### src/rtl/fetch_stage_buffered_pkg.sv
// Shared types and helpers for the buffered fetch stage.
// Default widths, default reset PC, and an index-width helper.
package fetch_stage_buffered_pkg;

  localparam int ADDR_W_DEF = 8;
  localparam int INST_W_DEF = 8;
  localparam int unsigned RESET_PC_DEF = 0;

  typedef struct packed {
    logic [ADDR_W_DEF-1:0] pc;
    logic [INST_W_DEF-1:0] inst;
  } fetch_entry_t;

  function automatic int clog2(input int n);
    int r;
    r = 0;
    while ((1 << r) < n) r++;
    return r;
  endfunction

endpackage

### src/rtl/fetch_fifo.sv
// Synchronous FIFO for fetch entries: head data is read combinationally, 0-cycle read latency.
// Flush or reset empties it; flush wins over push; the caller must not push when full or pop when empty.
module fetch_fifo
  import fetch_stage_buffered_pkg::*;
#(
  parameter int WIDTH = 16,
  parameter int DEPTH = 2,
  localparam int PTR_W = (DEPTH > 1) ? clog2(DEPTH) : 1,
  localparam int CNT_W = clog2(DEPTH + 1)
) (
  input  logic             clock,
  input  logic             reset,
  input  logic             flush,
  input  logic             push,
  input  logic [WIDTH-1:0] push_dat,
  input  logic             pop,
  output logic [CNT_W-1:0] count,
  output logic [WIDTH-1:0] head_dat
);

  logic [WIDTH-1:0] slots [DEPTH];
  logic [PTR_W-1:0] rd_ptr;
  logic [PTR_W-1:0] wr_ptr;

  // DEPTH need not be a power of two, so pointers wrap explicitly.
  function automatic logic [PTR_W-1:0] ptr_inc(input logic [PTR_W-1:0] p);
    return (p == PTR_W'(DEPTH - 1)) ? '0 : p + PTR_W'(1);
  endfunction

  always_ff @(posedge clock) begin
    if (reset || flush) begin
      rd_ptr <= '0;
      wr_ptr <= '0;
      count  <= '0;
    end else begin
      if (push) wr_ptr <= ptr_inc(wr_ptr);
      if (pop)  rd_ptr <= ptr_inc(rd_ptr);
      if (push && !pop)      count <= count + CNT_W'(1);
      else if (pop && !push) count <= count - CNT_W'(1);
    end
  end

  always_ff @(posedge clock) begin
    if (push && !flush && !reset) slots[wr_ptr] <= push_dat;
  end

  assign head_dat = slots[rd_ptr];

endmodule

### src/rtl/fetch_stage_buffered.sv
// Instruction fetch: PC, 1-cycle synchronous imem, fetch buffer with valid/ready to decode.
// Fetch latency 2 cycles; issue stalls when buffer plus in-flight read would exceed BUF_DEPTH.
module fetch_stage_buffered
  import fetch_stage_buffered_pkg::*;
#(
  parameter int ADDR_W = ADDR_W_DEF,
  parameter int INST_W = INST_W_DEF,
  parameter int DEPTH = 256,
  parameter int BUF_DEPTH = 2,
  parameter int unsigned RESET_PC = RESET_PC_DEF
) (
  input  logic              clock,
  input  logic              reset,
  input  logic              redirect_valid,
  input  logic [ADDR_W-1:0] redirect_pc,
  input  logic              inst_ready,
  output logic              inst_valid,
  output logic [INST_W-1:0] inst,
  output logic [ADDR_W-1:0] inst_pc,
  output logic [ADDR_W-1:0] pc_next,
  input  logic              imem_we,
  input  logic [ADDR_W-1:0] imem_waddr,
  input  logic [INST_W-1:0] imem_wdata
);

  localparam int IDX_W = clog2(DEPTH);
  localparam int CNT_W = clog2(BUF_DEPTH + 1);
  localparam logic [ADDR_W-1:0] RESET_PC_V = ADDR_W'(RESET_PC);

  typedef struct packed {
    logic [ADDR_W-1:0] pc;
    logic [INST_W-1:0] inst;
  } entry_t;

  logic [ADDR_W-1:0] pc_q;
  logic [ADDR_W-1:0] req_pc_q;
  logic              req_q;
  logic [INST_W-1:0] rd_q;
  logic [INST_W-1:0] imem [DEPTH];
  logic [CNT_W-1:0]  fifo_count;
  entry_t            head;
  entry_t            push_entry;
  logic              has_data;
  logic              pop;
  logic              issue;

  assign has_data = !reset && (fifo_count != '0);
  assign pop      = has_data && inst_ready;
  // Slots already owed: buffered entries plus the read in flight, minus what leaves now.
  assign issue    = !reset && !redirect_valid &&
                    ((int'(fifo_count) + int'(req_q) - int'(pop)) < BUF_DEPTH);

  always_comb begin
    pc_next = pc_q;
    if (reset)               pc_next = RESET_PC_V;
    else if (redirect_valid) pc_next = redirect_pc;
    else if (issue)          pc_next = pc_q + ADDR_W'(1);
  end

  always_ff @(posedge clock) begin
    if (reset) begin
      pc_q  <= RESET_PC_V;
      req_q <= 1'b0;
    end else begin
      pc_q  <= pc_next;
      req_q <= issue;
    end
    if (issue) req_pc_q <= pc_q;
  end

  // Read-before-write: a same-cycle write to the issued address returns the old word.
  always_ff @(posedge clock) begin
    if (imem_we) imem[imem_waddr[IDX_W-1:0]] <= imem_wdata;
    if (issue)   rd_q <= imem[pc_q[IDX_W-1:0]];
  end

  generate
    if (IDX_W < ADDR_W) begin : g_waddr_hi
      logic unused_waddr_hi;
      assign unused_waddr_hi = ^imem_waddr[ADDR_W-1:IDX_W];
    end
  endgenerate

  assign push_entry = '{pc: req_pc_q, inst: rd_q};

  fetch_fifo #(
    .WIDTH(ADDR_W + INST_W),
    .DEPTH(BUF_DEPTH)
  ) u_fifo (
    .clock   (clock),
    .reset   (reset),
    .flush   (redirect_valid),
    .push    (req_q),
    .push_dat(push_entry),
    .pop     (pop),
    .count   (fifo_count),
    .head_dat(head)
  );

  assign inst_valid = has_data;
  assign inst       = has_data ? head.inst : '0;
  assign inst_pc    = has_data ? head.pc : '0;

  a_no_overflow: assert property (@(posedge clock) disable iff (reset)
    (int'(fifo_count) + int'(req_q)) <= BUF_DEPTH);

endmodule

### config.mk
export PLATFORM = sky130hd
export DESIGN_NAME = fetch_stage_buffered
export DESIGN_NICKNAME = d
export VERILOG_FILES = /design/src/rtl/fetch_stage_buffered_pkg.sv /design/src/rtl/fetch_fifo.sv /design/src/rtl/fetch_stage_buffered.sv
export SDC_FILE = /design/constraint.sdc
export NUM_CORES = 2
export LEC_CHECK = 0
export BUFFER_PORTS_ARGS = -buffer_cell sky130_fd_sc_hd__buf_4
export CORE_MARGIN = 8
export CORE_UTILIZATION = 50
export DETAILED_ROUTE_END_ITERATION = 7
export PLACE_DENSITY = 0.74
export SLEW_MARGIN = 20
export SYNTH_ARGS = -nofsm -noshare
export SYNTH_HDL_FRONTEND = slang
export SYNTH_SLANG_ARGS = --single-unit
### constraint.sdc
create_clock -name clock -period 4.5 [get_ports clock]
set_input_delay 0.675 -clock clock [delete_from_list [all_inputs] [get_ports clock]]
set_output_delay 0.675 -clock clock [all_outputs]
set_load 0.03 [all_outputs]
==> summary.md <==
The logs give 130000 um for the sum of net half-perimeters after detailed placement and 0.118 ns for the smallest hold slack. The average cell area after synthesis is 20.7 um^2. The shortest period the worst path allows works out to 4.43 ns. Counting every instance in the synthesized netlist gives 3968. The number of antenna violations at the first check in global routing is 10, and the number of fill cells in the layout is 11700. The total of max-cap violations is 0.

The run gives 28.1 nW as the leakage power total. The setup path with the least slack is of type reg2out. The worst hold path terminates at u_fifo.count[1]$_SDFFE_PP0P_. Cells with a size suffix above 1 make up 22.6% of the layout. The logic depth of the worst register-to-register path was 8. The routed layout has 42500 vias.

Flip-flop and latch count after synthesis: 2110. The area added between synthesis and finish was 11.7%; the cell depth of the worst min-delay path was 2. Across the VDD grid, the largest voltage drop is 0.000371 V. The logs give 0 for the residual overflow from global routing and 69 for the number of distinct library cell variants in the gate-level netlist after synthesis.

The vertical extent of the die was 422 um; the overall die area was 178000 um^2. The final weighted congestion in routability-driven placement is 0.872. Grouping stages by cell kind, the critical path spends the most delay in simple AND/OR/NAND/NOR gates. Leaving out fill and tap cells, the most frequent cells in the layout are edfxtp_1 (2096), mux4_2 (420), nor2_1 (311), mux2i_1 (217), buf_4 (210). The startpoint identified for the worst register-to-register timing path is pc_q[2]$_SDFF_PP0_. The final layout contains routed wiring with a total length of 213000 um. The detail-routed via count per cell is 6.52. The clock-pin slew reported for the worst setup and hold paths after clock tree synthesis is 0.06 ns, and the sequential cell area fraction in the yosys report is 76.8%.

The area inside the core boundary came out at 164000 um^2. The final count of hold timing violations came out at 0. The tightest min-delay check is of the in2reg type. From left edge to right edge, the die measures 422 um. The most common flop cell mapped by yosys is edfxtp_1. The critical path goes through buf_4 > and2_4 > buf_12 > nand3_1 > or3_1 > a311oi_4 > buf_6.

For the number of cells in the finished layout apart from fillers, the log shows 6520. Adding up every negative setup slack in the final design gives 0 ns. For the combined global-route utilization of all metal layers, the log shows 23.4%.

The flow ran to the end, and the final reports show no timing, DRC or antenna violations. The endpoint identified for the worst register-to-register timing path is rd_q[6]$_DFFE_PP_. Summing every instance area after synthesis gives 82300 um^2. The logs give 6752 for the count of routing violations after the opening detailed-route iteration and 3.76 ns for the data arrival at the endpoint of the critical path. Dividing the detail-routed wire length by the instance count gives 32.7 um. Row generation in the floorplan step produced 149 rows. TritonCTS built the clock tree.

In this run the deepest clock path goes through 3 buffers. In the final design database the tool counted 4197 nets. The total of warnings raised by yosys was 0. For the total count of max-transition violations in the final report, the log shows 0. Setup slack on the worst reg-to-reg path comes out at 0.57 ns. At the later pin of the worst-skew pair, clock insertion delay measures 0.83 ns. Headroom to the max-slew limit came out at 21.2%. The critical path contains buffers and inverters numbering 3 combined. The share of the clock period used by the worst path after layout was 98.5%; the post-route clock skew was 0.0345 ns. The cell at the slowest stage of the critical path is dfxtp_4. The worst setup path is captured at a primary output. The number of buffers inserted for hold repair after clock tree synthesis was 0; the post-synth net total was 4000. The cell at the root of the clock tree was clkbuf_16. The startpoint of the most critical hold path was redirect_valid. The I/O pin total came out at 54. The worst setup path is launched from a flip-flop. The pin count of the biggest net entering global routing was 143; the initial core utilization was 50.1%.

Along the worst path, the maximum fanout reaches 25. After detailed routing, the number of remaining DRC violations is 0. Data on the critical path is required at its endpoint by 3.83 ns. Global-route wire length before repair: 304000 um. The slew at the pin closest to its max-slew limit is 1.18 ns, and the fmax is 0.225 GHz. Yosys mapped a number of flops with a built-in enable equal to 2096.

The power density of the placed cells is 439 nW/um^2. The count of nets left with antenna violations after detail routing was 0; the delay of the slowest cell on the worst path was 0.60 ns. The total instance count after detailed placement is 6148, and the via count of the first global-routing pass is 42000. Buffers inserted during clock tree synthesis total 198.

The leading cell type in the layout, fill and taps excluded is edfxtp_1. For this run, the share of the core covered by cells in the final layout is 56.0%. The run gives 40.4 mW as the sum of internal, switching and leakage power.

For the deepest level of the CTS H-tree, the log shows 4. Before antenna repair, the detailed router went through 6 iterations. The number of setup violations in the final report is 0, and the share of synthesized flip-flops with an asynchronous set or reset is 0%. The count of port buffers added during placement was 53; the CTS sink count was 2110.
-- sequential cells by signal, summed over array words and instances (netlist names), named ones only --
signal and cells:
rd_q 8, u_fifo.rd_ptr 1, u_fifo.count 2, req_q 1, u_fifo.wr_ptr 1, pc_q 8
u_fifo.slots 32, imem 2048, req_pc_q 8
-- cell usage after synthesis (all sizes together), types with 17 or more instances --
| library cell | instances | area, um^2 |
|---|---|---|
| a211oi | 26 | 195 |
| a21oi | 68 | 340 |
| a221oi | 37 | 343 |
| a22o | 30 | 263 |
| a22oi | 87 | 653 |
| buf | 134 | 1170 |
| clkbuf | 112 | 420 |
| edfxtp | 2096 | 62900 |
| mux2i | 217 | 2170 |
| mux4 | 433 | 9800 |
| nand2 | 76 | 285 |
| nand3 | 35 | 175 |
| nor2 | 314 | 1180 |
| nor2b | 18 | 113 |
| nor3 | 17 | 85.1 |
| o21ai | 45 | 225 |
| o221ai | 27 | 236 |
| o22ai | 19 | 119 |
-- where the power goes --
part / switching, mW / internal, mW / total, mW / leakage [nW]
logic: 1.70 / 0.955 / 2.66 / 6.15
clock network: 7.08 / 8.90 / 16.0 / 2.98
registers: 0.0598 / 21.7 / 21.7 / 19.0
total: 8.85 / 31.5 / 40.4 / 28.1
-- layer usage --
| metal | up-vias | global-route usage (%) | wire, um |
|---|---|---|---|
| li1 | 16900 | - | - |
| met1 | 22100 | 32.2 | 78500 |
| met2 | 2982 | 36.0 | 98900 |
| met3 | 533 | 5.91 | 26000 |
| met4 | 6 | 9.86 | 9970 |
| met5 | - | 0 | 43 |
-- through the flow --
stage               worst slack [ns]  area (um^2)
floorplan                    -0.0266        82300
global placement               0.189        85700
detailed placement             0.173        85700
CTS                           0.0166        91800
global route                 -0.0413        91900
finish                        0.0654        91900
-- logic make-up (layout without fill, tap and decap cells) --
kind of cell	Yosys count	in the layout	share of synthesized area [%]
AO/OA/AOI/OAI	409	409	3.59
AND/OR/NAND/NOR	518	518	2.70
other	0	6	0
flip-flops	2110	2110	76.8
multiplexers	664	664	14.7
adder cells (fa/ha/maj)	3	3	0.0547
XOR/XNOR	11	11	0.117
buffers and inverters	253	610	1.97
-- area by class of cell --
type / count / area (um^2) / area share [%]
Tap cell: 2189 / 2740 / 2.98
Sequential cell: 2110 / 63200 / 68.8
Clock inverter: 99 / 785 / 0.854
Clock buffer: 261 / 5340 / 5.81
Multi-Input combinational cell: 1605 / 17600 / 19.1
Antenna cell: 6 / 15.0 / 0.0163
Timing Repair Buffer: 243 / 2170 / 2.36
Inverter: 7 / 28.8 / 0.0313
-- worst max-delay path by stage --
stage	start	end	slack (ns)	cells past startpoint
after floorplan	reset	pc_next[7]	-0.03	13
final	pc_q[2]$_SDFF_PP0_	pc_next[6]	0.07	7
after CTS	u_fifo.count[1]$_SDFFE_PP0P_	pc_next[7]	0.02	13
after global placement	reset	pc_next[7]	0.19	13
after global routing	u_fifo.count[1]$_SDFFE_PP0P_	pc_next[7]	-0.04	13
after detailed placement	reset	pc_next[7]	0.17	13
-- worst reg2reg max path: stages (launching register included) --
cell,delay [ns]
dfxtp_4,0.60
buf_4,0.34
nand3b_1,0.53
buf_4,0.39
o221ai_1,0.21
a21oi_1,0.33
a21oi_1,0.17
a2111oi_0,0.85
o32ai_1,0.21
-- what timing repair did --
action,in CTS,in global routing
buffers inserted,2,4
pin swaps,6,6
resized for setup,11,5
setup endpoints to repair,8,6
(Power assumes the default switching activity.)
